<file path="src/rtl/lpif_asym_pkg.sv">
// Shared types for the asym1 half-rate LPIF packer: slot layout, FSM encoding.
// Latency: n/a (types and constants only).
// Backpressure: n/a.
package lpif_asym_pkg;

  localparam int LPIF_DATA_W   = 128;
  localparam int LPIF_STATE_W  = 4;
  localparam int LPIF_PROTID_W = 2;
  localparam int LPIF_CRC_W    = 4;

  // One full-rate flit; this is also the layout of one half-rate slot.
  typedef struct packed {
    logic [LPIF_STATE_W-1:0]  state;
    logic [LPIF_PROTID_W-1:0] protid;
    logic [LPIF_DATA_W-1:0]   data;
    logic                     dvalid;
    logic [LPIF_CRC_W-1:0]    crc;
    logic                     crc_valid;
    logic                     valid;
  } lpif_flit_t;

  localparam int LPIF_SLOT_W = $bits(lpif_flit_t);

  // EMPTY: no slot0 held. HALF: slot0 held in the accumulator.
  typedef enum logic {
    EMPTY = 1'b0,
    HALF  = 1'b1
  } pack_state_e;

  // Unused slots are emitted with every field cleared.
  localparam lpif_flit_t LPIF_FLIT_ZERO = '0;

endpackage

</file>
<file path="src/rtl/lpif_flush_timer.sv">
// Idle timer for a held slot0; raises flush_req on timeout or external trigger.
// Latency: flush_req is combinational from the current timer/pending state.
// Backpressure: a trigger seen while the output is busy is remembered until cleared.
module lpif_flush_timer #(
  parameter int FLUSH_TIMEOUT = 4
) (
  input  logic clk,
  input  logic rst_n,
  input  logic run,        // slot0 held and no flit accepted this cycle
  input  logic clr,        // slot0 leaves the accumulator (or none held)
  input  logic ext_trig,   // in_flush or gen1 mode
  input  logic out_free,
  output logic flush_req
);

  localparam int TW = (FLUSH_TIMEOUT > 1) ? $clog2(FLUSH_TIMEOUT) : 1;
  localparam logic [TW-1:0] T_MAX = TW'(FLUSH_TIMEOUT - 1);

  logic [TW-1:0] timer_q;
  logic          pending_q;

  assign flush_req = run & (ext_trig | (timer_q == T_MAX) | pending_q);

  // Saturating idle count plus sticky flush request held across output stalls
  always_ff @(posedge clk) begin
    if (!rst_n) begin
      timer_q   <= '0;
      pending_q <= 1'b0;
    end else if (clr) begin
      timer_q   <= '0;
      pending_q <= 1'b0;
    end else if (run) begin
      if (timer_q != T_MAX) timer_q <= timer_q + TW'(1);
      if (flush_req && !out_free) pending_q <= 1'b1;
    end
  end

endmodule

</file>
<file path="src/rtl/lpif_txrx_x4_asym1_half_packer.sv">
// Packs two full-rate flits into one two-slot half-rate word (slot0 = older, low half).
// Latency: gen1 1 cycle; gen2 pair 1 cycle after slot1; timeout flush FLUSH_TIMEOUT+1 after slot0.
// Backpressure: in_ready follows output-register freedom except for a gen2 slot0 accept.
module lpif_txrx_x4_asym1_half_packer
  import lpif_asym_pkg::*;
#(
  parameter int DATA_W        = LPIF_DATA_W,
  parameter int STATE_W       = LPIF_STATE_W,
  parameter int PROTID_W      = LPIF_PROTID_W,
  parameter int CRC_W         = LPIF_CRC_W,
  parameter int FLUSH_TIMEOUT = 4
) (
  input  logic                  clk_wr,
  input  logic                  rst_wr_n,
  input  logic                  m_gen2_mode,
  input  logic                  in_flush,
  input  logic [STATE_W-1:0]    in_state,
  input  logic [PROTID_W-1:0]   in_protid,
  input  logic [DATA_W-1:0]     in_data,
  input  logic                  in_dvalid,
  input  logic [CRC_W-1:0]      in_crc,
  input  logic                  in_crc_valid,
  input  logic                  in_valid,
  input  logic                  in_push,
  output logic                  in_ready,
  output logic [2*STATE_W-1:0]  out_state,
  output logic [2*PROTID_W-1:0] out_protid,
  output logic [2*DATA_W-1:0]   out_data,
  output logic [1:0]            out_dvalid,
  output logic [2*CRC_W-1:0]    out_crc,
  output logic [1:0]            out_crc_valid,
  output logic [1:0]            out_valid,
  output logic                  out_push,
  input  logic                  out_ready
);

  pack_state_e state_q, state_d;
  lpif_flit_t  in_flit, acc_q, slot0_q, slot1_q;
  logic        out_push_q;
  logic        out_free, accept;
  logic        acc_load, load_solo, load_pair, flush_go;
  logic        flush_req, tmr_run, tmr_clr;

  assign in_flit = '{state:     in_state,
                     protid:    in_protid,
                     data:      in_data,
                     dvalid:    in_dvalid,
                     crc:       in_crc,
                     crc_valid: in_crc_valid,
                     valid:     in_valid};

  assign out_free = !out_push_q || out_ready;

  // A gen2 slot0 only touches the accumulator, so it never waits on the output.
  assign in_ready = rst_wr_n &&
                    (((state_q == HALF) || !m_gen2_mode) ? out_free : 1'b1);
  assign accept   = in_push && in_ready;

  assign tmr_run  = (state_q == HALF) && !accept;
  assign tmr_clr  = (state_q != HALF) || accept || flush_go;
  assign flush_go = flush_req && out_free;

  lpif_flush_timer #(
    .FLUSH_TIMEOUT(FLUSH_TIMEOUT)
  ) u_flush_timer (
    .clk      (clk_wr),
    .rst_n    (rst_wr_n),
    .run      (tmr_run),
    .clr      (tmr_clr),
    .ext_trig (in_flush || !m_gen2_mode),
    .out_free (out_free),
    .flush_req(flush_req)
  );

  // FSM state register
  always_ff @(posedge clk_wr) begin
    if (!rst_wr_n) state_q <= EMPTY;
    else           state_q <= state_d;
  end

  // Next state: gen2 slot0 accept enters HALF; any emitted word returns to EMPTY
  always_comb begin
    state_d = state_q;
    case (state_q)
      EMPTY:   if (acc_load) state_d = HALF;
      HALF:    if (load_pair || flush_go) state_d = EMPTY;
      default: state_d = EMPTY;
    endcase
  end

  // FSM outputs: which register load happens this cycle (accept beats flush in HALF)
  always_comb begin
    acc_load  = 1'b0;
    load_solo = 1'b0;
    load_pair = 1'b0;
    case (state_q)
      EMPTY: begin
        acc_load  = accept && m_gen2_mode;
        load_solo = accept && !m_gen2_mode;
      end
      HALF:    load_pair = accept;
      default: ;
    endcase
  end

  // Accumulator and output word register; the push flag drops once consumed
  always_ff @(posedge clk_wr) begin
    if (!rst_wr_n) begin
      acc_q      <= LPIF_FLIT_ZERO;
      slot0_q    <= LPIF_FLIT_ZERO;
      slot1_q    <= LPIF_FLIT_ZERO;
      out_push_q <= 1'b0;
    end else begin
      if (acc_load) acc_q <= in_flit;
      if (load_solo) begin
        slot0_q    <= in_flit;
        slot1_q    <= LPIF_FLIT_ZERO;
        out_push_q <= 1'b1;
      end else if (load_pair) begin
        slot0_q    <= acc_q;
        slot1_q    <= in_flit;
        out_push_q <= 1'b1;
      end else if (flush_go) begin
        slot0_q    <= acc_q;
        slot1_q    <= LPIF_FLIT_ZERO;
        out_push_q <= 1'b1;
      end else if (out_ready) begin
        out_push_q <= 1'b0;
      end
    end
  end

  assign out_push      = out_push_q;
  assign out_state     = {slot1_q.state,     slot0_q.state};
  assign out_protid    = {slot1_q.protid,    slot0_q.protid};
  assign out_data      = {slot1_q.data,      slot0_q.data};
  assign out_dvalid    = {slot1_q.dvalid,    slot0_q.dvalid};
  assign out_crc       = {slot1_q.crc,       slot0_q.crc};
  assign out_crc_valid = {slot1_q.crc_valid, slot0_q.crc_valid};
  assign out_valid     = {slot1_q.valid,     slot0_q.valid};

endmodule

</file>
<file path="config.mk">
export PLATFORM = sky130hd
export DESIGN_NAME = lpif_txrx_x4_asym1_half_packer
export DESIGN_NICKNAME = d
export VERILOG_FILES = /design/src/rtl/lpif_asym_pkg.sv /design/src/rtl/lpif_flush_timer.sv /design/src/rtl/lpif_txrx_x4_asym1_half_packer.sv
export SDC_FILE = /design/constraint.sdc
export NUM_CORES = 1
export LEC_CHECK = 0
export BUFFER_PORTS_ARGS = -buffer_cell sky130_fd_sc_hd__buf_2
export CAP_MARGIN = 30
export CORE_MARGIN = 3
export CORE_UTILIZATION = 45
export CTS_BUF_LIST = sky130_fd_sc_hd__clkbuf_16
export DETAILED_ROUTE_END_ITERATION = 12
export GPL_TIMING_DRIVEN = 0
export PLACE_DENSITY = 0.77
export SYNTH_ARGS = -nofsm -noshare
export SYNTH_HDL_FRONTEND = slang
export SYNTH_SLANG_ARGS = --single-unit
</file>
<file path="constraint.sdc">
create_clock -name clk_wr -period 2.2 [get_ports clk_wr]
set_clock_uncertainty 0.1 [all_clocks]
set_input_delay 0.66 -clock clk_wr [delete_from_list [all_inputs] [get_ports clk_wr]]
set_output_delay 0.66 -clock clk_wr [all_outputs]
set_load 0.02 [all_outputs]
</file>
==> run_results.csv <==
group,metric,value,unit
global_route,globalRouteTotalUtil,25.8,%
setup_path,crit_family,"simple AND/OR/NAND/NOR gates",
setup_path,critPathBufInv,3,
timing,grt_setup_unrepaired,"true",
timing,fin_crit,2.27,ns
clock_network,cts.sink_count,428,
route,wl_per_cell,18.5,µm
clock_network,root_buffer,"clkbuf_16",
timing,worst_slack,-0.0748,ns
clock_network,clk_latency,0.52,ns
route,drtAntennaViolNets,0,
route,drc,0,
setup_path,slowest_delay,0.52,ns
layout,postLayoutCellArea,20300,µm²
timing,finalHoldViolCount,0,
placement,place_area,18200,µm²
die,start_util,45.9,%
power_and_ir_drop,power,16.7,mW
synthesis,netlist-cell-type-count,27,
synthesis,synth-edff-count,0,
layout,syn_to_final_growth,31.1,%
route,vias_per_cell,5.29,
layout,design.final.nets,2367,
setup_path,start_kind,"flop",
timing,tightest_slew,0.582,ns
clock_network,path_clk_slew,0.06,ns
synthesis,synth_ff_type,"dfxtp_1",
route,dr_total_vias,14300,
die,die_w,191,µm
global_route,gr-total-overflow,0,
synthesis,ys_ff_latch,428,
global_route,grt_pass1_wl,75.8,mm
route,routed_wl,50.0,mm
route,dr.first_iter.drc_count,846,
placement,finalWeightedCongestion,0.859,
placement,hpwl,35.4,mm
power_and_ir_drop,powerDensity,824,nW/µm²
clock_network,cts_tree,"done",
synthesis,ys_warn_count,0,
synthesis,synth_area,15500,µm²
layout,drive_above_1_share,27.3,%
synthesis,ys_seq_area_share,55.4,%
timing,fin_crit_sh,103,%
setup_path,required,2.49,ns
setup_path,cp_slowest_cell,"or4b_4",
global_route,grt_pass1_vias,14000,
die,fp-row-count,67,
setup_path,cp-end-kind,"flop",
clock_network,cts_buffer_depth,3,
timing,fmax,440,MHz
setup_path,crit_type,"flop to flop",
die,ios,431,
die,die_area,36600,µm²
synthesis,ys_async_sr_fraction,0,%
run_status,outcome,"complete, but fails checks",
power_and_ir_drop,p_leak,9.35,nW
setup_path,path_common_cell,"buf_12",
setup_path,cp_cell_sequence,"ha_4, or4b_4, o211ai_4, buf_4, buf_12, buf_12, mux2i_2, o21ai_1",
synthesis,syn_inst,1729,
timing,holdWs,0.275,ns
global_route,grt_max_degree,19,
placement,port-buffer-count,430,
clock_network,hold_buffers,0,
flow_run,cap_violations,0,
timing,max_slew_margin,61.2,%
timing,setup_viol,123,
setup_path,crit_path_max_fanout,10,
power_and_ir_drop,peakVddDrop,623,µV
die,die-height,191,µm
run_status,violations,"setup timing",
worst_hold_path,hold_path.class,"input pin to flop",
die,coreArea,33700,µm²
route,dr.pass1.iters,5,
clock_network,cts-buffers-inserted,43,
global_route,antenna_found_initial,3,
clock_network,cts-htree-levels,2,
synthesis,syn_nets,1877,
timing,slew_viol_final,0,
synthesis,synth.avg_cell_area,8.94,µm²
setup_path,arrival,2.57,ns
[per-layer routing]
layer  track usage (%)  wire, µm
met2              45.4     24800
met4              9.14      1520
met5                 0        11
met1              30.4     19700
met3              6.62      3970
[worst min-delay path, cell delays in order]
cell and delay [ns]:
buf_2 0.10, nand2_1 0.05, o21ai_1 0.06
[layout make-up]
| type | count | area (µm²) |
|---|---|---|
| clock inverters | 32 | 193 |
| well taps | 448 | 561 |
| clock buffers | 45 | 1130 |
| repair buffers | 450 | 2560 |
| inverters | 2 | 10.0 |
| diodes | 3 | 7.51 |
| plain buffers | 138 | 981 |
| fillers | 2858 | 13400 |
| multi-input cells | 1156 | 6250 |
| flip-flops and latches | 428 | 8570 |
[flip-flops by register name, indices dropped and copies added (netlist names)]
register                 flops
out_crc                      8
out_crc_valid                2
out_valid                    2
out_push                     1
u_flush_timer.pending_q      1
out_state                    8
acc_q                      141
state_q                      1
u_flush_timer.timer_q        2
out_dvalid                   2
out_protid                   4
out_data                   256
[where the power goes]
part / switching [mW] / internal (mW) / leakage, nW
registers: 0.139 / 8.00 / 3.47
clock network: 2.94 / 3.92 / 0.682
logic: 1.07 / 0.628 / 5.19
total: 4.15 / 12.5 / 9.35
[cells in the final DEF, fill, tap and decap left out, types with 2 or more instances in the layout]
master / netlist / final
clkinv_1: 0 / 11
buf_6: 14 / 3
bufinv_16: 0 / 2
dfxtp_1: 428 / 424
buf_8: 0 / 6
dfxtp_2: 0 / 4
clkinv_2: 0 / 9
buf_4: 2 / 14
mux2i_1: 142 / 130
clkbuf_16: 0 / 56
buf_2: 44 / 458
inv_1: 1 / 9
o21ai_1: 139 / 139
nor2_1: 147 / 147
a21oi_1: 142 / 142
nand3_1: 2 / 2
o21ai_0: 3 / 3
a22oi_1: 141 / 141
buf_16: 0 / 2
nand2_1: 427 / 427
clkbuf_1: 78 / 55
clkbuf_4: 0 / 2
buf_12: 0 / 19
clkbuf_2: 0 / 18
diode_2: 0 / 3
mux2i_2: 0 / 12
[per-stage QoR]
| step | util, % | TNS (ns) | setup WS (ns) | instances |
|---|---|---|---|---|
| after floorplan | - | 0 | 0.00648 | 1729 |
| after global placement | 53.9 | -287.00 | -1.44 | 2607 |
| after detailed placement | 54.0 | -260.72 | -1.11 | 2608 |
| after CTS | 59.0 | -1.33 | -0.0495 | 2689 |
| after global routing | 60.1 | -13.57 | -0.160 | 2701 |
| final | 60.1 | -2.48 | -0.0748 | 2702 |
[worst paths after layout]
kind / start / endpoint / slack [ns] / cells after the start
min reg2reg: acc_q[99] / acc_q[99] / 0.35 / 2
min: in_data[28] / out_data[28] / 0.27 / 3
max reg2reg: u_flush_timer.timer_q[0] / out_crc[0] / -0.07 / 8
max: u_flush_timer.timer_q[0] / out_crc[0] / -0.07 / 8
[kinds of logic after synthesis]
kind of cell             after synthesis  synth area share, %
AO/OA/AOI/OAI                        428                 16.2
XOR/XNOR                               1               0.0567
adder cells (fa/ha/maj)                1               0.0810
buffers and inverters                145                 4.61
flip-flops                           428                 55.4
multiplexers                         142                 9.20
AND/OR/NAND/NOR                      584                 14.4
[synthesized netlist by cell type, types with 2 or more instances]
cell type / number / area, µm²
a21oi_1: 142 / 711
a22oi_1: 141 / 1060
and2_1: 2 / 12.5
and3_1: 2 / 12.5
buf_1: 5 / 18.8
buf_2: 44 / 220
buf_4: 2 / 15.0
buf_6: 14 / 158
clkbuf_1: 78 / 293
dfxtp_1: 428 / 8570
mux2i_1: 142 / 1420
nand2_1: 427 / 1600
nand3_1: 2 / 10.0
nor2_1: 147 / 552
o21ai_0: 3 / 15.0
o21ai_1: 139 / 696
[repair_timing]
item                                    in CTS  in global routing
buffers inserted                             5                  2
pin swaps                                    2                  6
resized for setup                           84                 49
endpoints found under the setup margin     376                316
cloned                                       3                 11
No activity file was read; power rests on OpenSTA's default activity.
